--- src/rtl/fifo_wr_arb.sv ---
// Round-robin write arbiter: NREQ producers share one FIFO write port in bursts of BURST_MAX.
// Define FIFO_ARB_STALL_CNT_EN to add the saturating stall_cnt_o counter.
module fifo_wr_arb #(
    parameter int unsigned NREQ      = 4,
    parameter int unsigned DW        = 8,
    parameter int unsigned BURST_MAX = 4
) (
    input  logic               clk_i,
    input  logic               rst_ni,
    input  logic [NREQ-1:0]    req_i,
    input  logic [NREQ*DW-1:0] din_i,
    output logic [NREQ-1:0]    gnt_o,
    input  logic               fifo_full_i,
    output logic               fifo_write_o,
    output logic [DW-1:0]      fifo_din_o,
`ifdef FIFO_ARB_STALL_CNT_EN
    output logic [15:0]        stall_cnt_o,
`endif
    output logic               busy_o
);
    localparam int unsigned PW = (NREQ > 1) ? $clog2(NREQ) : 1;

    typedef enum logic [0:0] {StIdle, StGrant} state_e;

    state_e          state_q, state_d;
    logic [NREQ-1:0] gnt_q, gnt_d;
    logic [PW-1:0]   ptr_q, ptr_d;
    logic [PW-1:0]   gidx_q, gidx_d;
    logic [3:0]      bcnt_q, bcnt_d;

    logic            granted_req;
    logic            accept;
    logic            stall;
    logic [PW-1:0]   pick;
    logic            pick_vld;

    // gnt_q is all-zero in idle, so these are only ever true while granting.
    assign granted_req = |(gnt_q & req_i);
    assign accept      = granted_req & ~fifo_full_i;
    assign stall       = granted_req & fifo_full_i;

    // First requester strictly after the last served index, wrapping around.
    always_comb begin
        int unsigned idx;
        pick     = ptr_q;
        pick_vld = 1'b0;
        for (int unsigned k = 1; k <= NREQ; k++) begin
            idx = (int'(ptr_q) + k) % NREQ;
            if (!pick_vld && req_i[idx]) begin
                pick_vld = 1'b1;
                pick     = PW'(idx);
            end
        end
    end

    always_ff @(posedge clk_i or negedge rst_ni) begin
        if (!rst_ni) begin
            state_q <= StIdle;
            gnt_q   <= '0;
            ptr_q   <= PW'(NREQ - 1);
            gidx_q  <= '0;
            bcnt_q  <= '0;
        end else begin
            state_q <= state_d;
            gnt_q   <= gnt_d;
            ptr_q   <= ptr_d;
            gidx_q  <= gidx_d;
            bcnt_q  <= bcnt_d;
        end
    end

    always_comb begin
        state_d = state_q;
        gnt_d   = gnt_q;
        ptr_d   = ptr_q;
        gidx_d  = gidx_q;
        bcnt_d  = bcnt_q;
        unique case (state_q)
            StIdle: begin
                if (pick_vld) begin
                    state_d = StGrant;
                    gidx_d  = pick;
                    gnt_d   = NREQ'(1) << pick;
                    bcnt_d  = '0;
                end
            end
            StGrant: begin
                if (!granted_req || (accept && (bcnt_q == 4'(BURST_MAX - 1)))) begin
                    state_d = StIdle;
                    gnt_d   = '0;
                    ptr_d   = gidx_q;
                    bcnt_d  = '0;
                end else if (accept) begin
                    bcnt_d = bcnt_q + 4'd1;
                end
            end
            default: state_d = StIdle;
        endcase
    end

    always_comb begin
        gnt_o        = gnt_q;
        busy_o       = (state_q == StGrant);
        fifo_write_o = accept;
        fifo_din_o   = '0;
        for (int unsigned i = 0; i < NREQ; i++) begin
            if (gnt_q[i]) begin
                fifo_din_o = fifo_din_o | din_i[i*DW +: DW];
            end
        end
    end

`ifdef FIFO_ARB_STALL_CNT_EN
    logic [15:0] stall_cnt_q;

    always_ff @(posedge clk_i or negedge rst_ni) begin
        if (!rst_ni) begin
            stall_cnt_q <= '0;
        end else if (stall && (stall_cnt_q != 16'hFFFF)) begin
            stall_cnt_q <= stall_cnt_q + 16'd1;
        end
    end

    assign stall_cnt_o = stall_cnt_q;
`else
    logic unused_stall;
    assign unused_stall = stall;
`endif

endmodule

--- config.mk ---
export PLATFORM = sky130hd
export DESIGN_NAME = fifo_wr_arb
export DESIGN_NICKNAME = d
export VERILOG_FILES = /design/src/rtl/fifo_wr_arb.sv
export SDC_FILE = /design/constraint.sdc
export NUM_CORES = 1
export LEC_CHECK = 0
export ABC_CLOCK_PERIOD_IN_PS = 2050
export BUFFER_PORTS_ARGS = -buffer_cell sky130_fd_sc_hd__buf_2
export CAP_MARGIN = 10
export CORE_UTILIZATION = 35
export CTS_CLUSTER_SIZE = 10
export DETAILED_ROUTE_END_ITERATION = 8
export PLACE_DENSITY = 0.67
export SYNTH_ARGS = -nofsm -noshare
export SYNTH_HDL_FRONTEND = slang
export SYNTH_SLANG_ARGS = --single-unit
--- constraint.sdc ---
create_clock -name clk_i -period 2.05 [get_ports clk_i]
set_input_delay 0.3075 -clock clk_i [delete_from_list [all_inputs] [get_ports clk_i]]
set_output_delay 0.3075 -clock clk_i [all_outputs]
set_load 0.01 [all_outputs]
==> metrics.md <==
| Metric | Value |
|---|---|
| Worst Path Required | `between 1500 and 2000 ps` |
| Cell area after synthesis | `892 um^2` |
| Drt wl/cell | `13.2 um` |
| Row cnt | `17` |
| Hold Crit Depth | `3` |
| Main synth FF type | `dfrtp_1` |
| Ys Warns | `0` |
| Hold Crit Class | `in2reg` |
| Clock root cell | `clkbuf_4` |
| R2R depth | `4` |
| TNS Setup | `0 ps` |
| Largest net degree at the start of global routing | `14` |
| Clk_skew | `2.81 ps` |
| Top post-synthesis cells by area | `dfrtp_1 31%, a22oi_1 15%, dfstp_2 5.9%, a32o_1 4.5%, nand2_1 4.2%` |
| Crit Reg-Reg Endpoint | `ptr_q[0]` |
| H-tree depth reported by CTS | `1` |
| CTS tree | `yes` |
| Largest area contributor in the netlist | `dfrtp_1` |
| First drt pass iteration count | `4` |
| Area share of the largest cell type after synthesis | `0.309` |
| DR vias/cell | `5.63` |
| Sink of the worst hold path | `busy_o` |
| I/O Pins | `53` |
| R2R setup slack | `approximately 390 ps` |
| Antenna viol nets, final | `0` |
| Grt total ovfl | `0` |
| Number of port buffers | `52` |
| Post-CTS Setup Bufs | `0` |
| Final setup violation count | `0` |
| Final core utilization | `0.519` |
| TritonCTS Buffers | `3` |
| Initial antenna violation count | `0` |
| Post-synthesis average cell area | `a little over 9 um^2` |
| Met1 wire length | `1.01 mm` |
| ANT cells | `0` |
| GR Util All Layers | `0.173` |
| Post-detail-place hpwl | `1.80 mm` |
| Nets | `189` |
| Setup crit start kind | `register` |
| TritonCTS Sinks | `13` |
| Tmin final | `1770 ps` |
| Met2 routed WL | `1.10 mm` |
| Post-synth EDFFs | `0` |
| Peak VDD IR | `approximately 0.65 mV` |
| Fin. max-slew vios | `0` |
| Max-cap violations | `0` |
| Routed wl met3 | `a little under 200 um` |
| Seq/Total Area, Yosys | `0.367` |
| Total power | `1620 uW` |
| CP endpoint kind | `output port` |
| Final worst-path cycle share | `0.864` |
| Highest metal used | `met4` |
| Cts repair resizes | `0` |
| Die Ht | `52.5 um` |
| Pleak | `0.000637 uW` |
| Clock-pin slew on the worst setup and hold paths | `80 ps` |
| Layout cells sized above 1 | `0.439` |
| Max-slew headroom | `0.705` |
| Final worst slack | `between 200 and 300 ps` |
| Distinct cells, synth | `33` |
| Final Wtd Congestion | `0.782` |
| Fin. Hold Viols | `0` |
| Number of global-route vias before repair | `857` |
| P&R area growth vs syn | `33.7%` |
| Status | `finished clean` |
| Worst-margin pin slew | `between 400 and 500 ps` |
| R2R Path Start | `gnt_o[1]` |
| Die area | `2750 um^2` |
| DRT Wirelength | `2.33 mm` |
| Crit path max fanout | `11` |
| Placeable Area | `2300 um^2` |
| DRC violations left | `0` |
| Post-place setup slack | `404 ps` |
| Synth Instances | `96` |
| First-pass GRT wire length | `3.56 mm` |
| Die width | `52.5 um` |
| Vias | `between 900 and 1000` |
| Clk Latency, worst-skew pair | `270 ps` |
| Synth async-reset ratio | `1.00` |
| Peak Freq | `0.564 GHz` |
| HP Start | `req_i[2]` |
| Power Density | `1360 nW/um^2` |
| Starting Density | `0.388` |
| RSZ-0062 raised after global routing | `false` |
| Number of synthesized register bits | `13` |
| Setup Crit Path Kind | `reg2out` |
| Iteration-0 DRC Markers | `17` |
| CTS Buffer Depth | `2` |
| Worst Path Arrival | `1460 ps` |
| Syn_nets | `136` |
## cell usage in the layout (no fill, tap or decap), types with 2 or more instances in the layout
master	n
a21o_1	3
a21oi_1	4
a22oi_1	18
a32o_1	4
buf_2	52
clkbuf_4	3
dfrtp_1	11
dfstp_2	2
inv_1	2
mux2_2	3
nand2_1	10
nand2b_1	4
nor2_1	5
nor3_1	2
nor3b_1	2
o21ai_0	3
or3_1	2
## metal layers
layer  GRT usage  vias to the layer above
met1       0.215                      464
met3      0.0290                        2
met2       0.308                       47
met5           0                        -
met4      0.0395                        0
li1            -                      477
## worst max path at each step
stage	start	end	slack [ps]	depth (start not counted)
finish	gnt_o[0]	fifo_write_o	280	4
global route	gnt_o[0]	fifo_write_o	200	4
CTS	gnt_o[0]	fifo_write_o	270	4
detailed placement	gnt_o[1]	ptr_q[0]	400	4
global placement	gnt_o[1]	ptr_q[1]	440	4
floorplan	gnt_o[1]	bcnt_q[0]	530	5
## synth_stat cells, types with 3 or more instances
library cell	n
a21o_1	3
a22oi_1	18
nor2_1	5
buf_2	4
a32o_1	4
mux2_2	3
nand2b_1	4
a21oi_1	4
o21ai_0	3
dfrtp_1	11
nand2_1	10
## power breakdown
group,internal [uW],switching [uW],leakage (uW)
Clock,75.2,85.1,0.0000150
Sequential,369,187,0.000165
Combinational,466,438,0.000458
## state kept, by name, summed over array words and instances (netlist names)
name	count
gidx_q	2
busy_o	1
bcnt_q	4
ptr_q	2
gnt_o	4
## cells by family after synthesis
logic type | synth area share
flops | 0.367
mux | 0.0547
simple gates | 0.191
fa+ha+maj | 0.0140
compound gates | 0.330
buf+inv | 0.0435
## layout make-up
| cell class | instances | area [um^2] |
|---|---|---|
| clock buffer | 4 | 26.3 |
| multi-input combinational | 76 | 526 |
| sequential | 13 | 328 |
| inverter | 2 | 7.51 |
| timing repair buffer | 53 | 270 |
| tap | 28 | 35.0 |
| fill | 221 | 1100 |
## metrics by stage
stage,instance area (um^2),hold slack (ps),std cells
after detailed placement,1160,212,171
after global placement,1160,205,171
final,1190,412,176
after CTS,1190,412,176
after floorplan,892,11.9,96
after global routing,1190,430,176
## worst max-delay path, stage by stage, from the launching register on
cell,delay [ps]
dfrtp_1,520
a22oi_1,320
and2_1,190
nor2_1,40
buf_2,130
## what timing repair did
| action | 4_1_cts | 5_1_grt |
|---|---|---|
| endpoints found under the hold margin | 11 | 0 |
| hold buffers | 1 | 0 |
| endpoints found under the setup margin | 0 | 0 |
No activity file was read; power rests on OpenSTA's default activity.
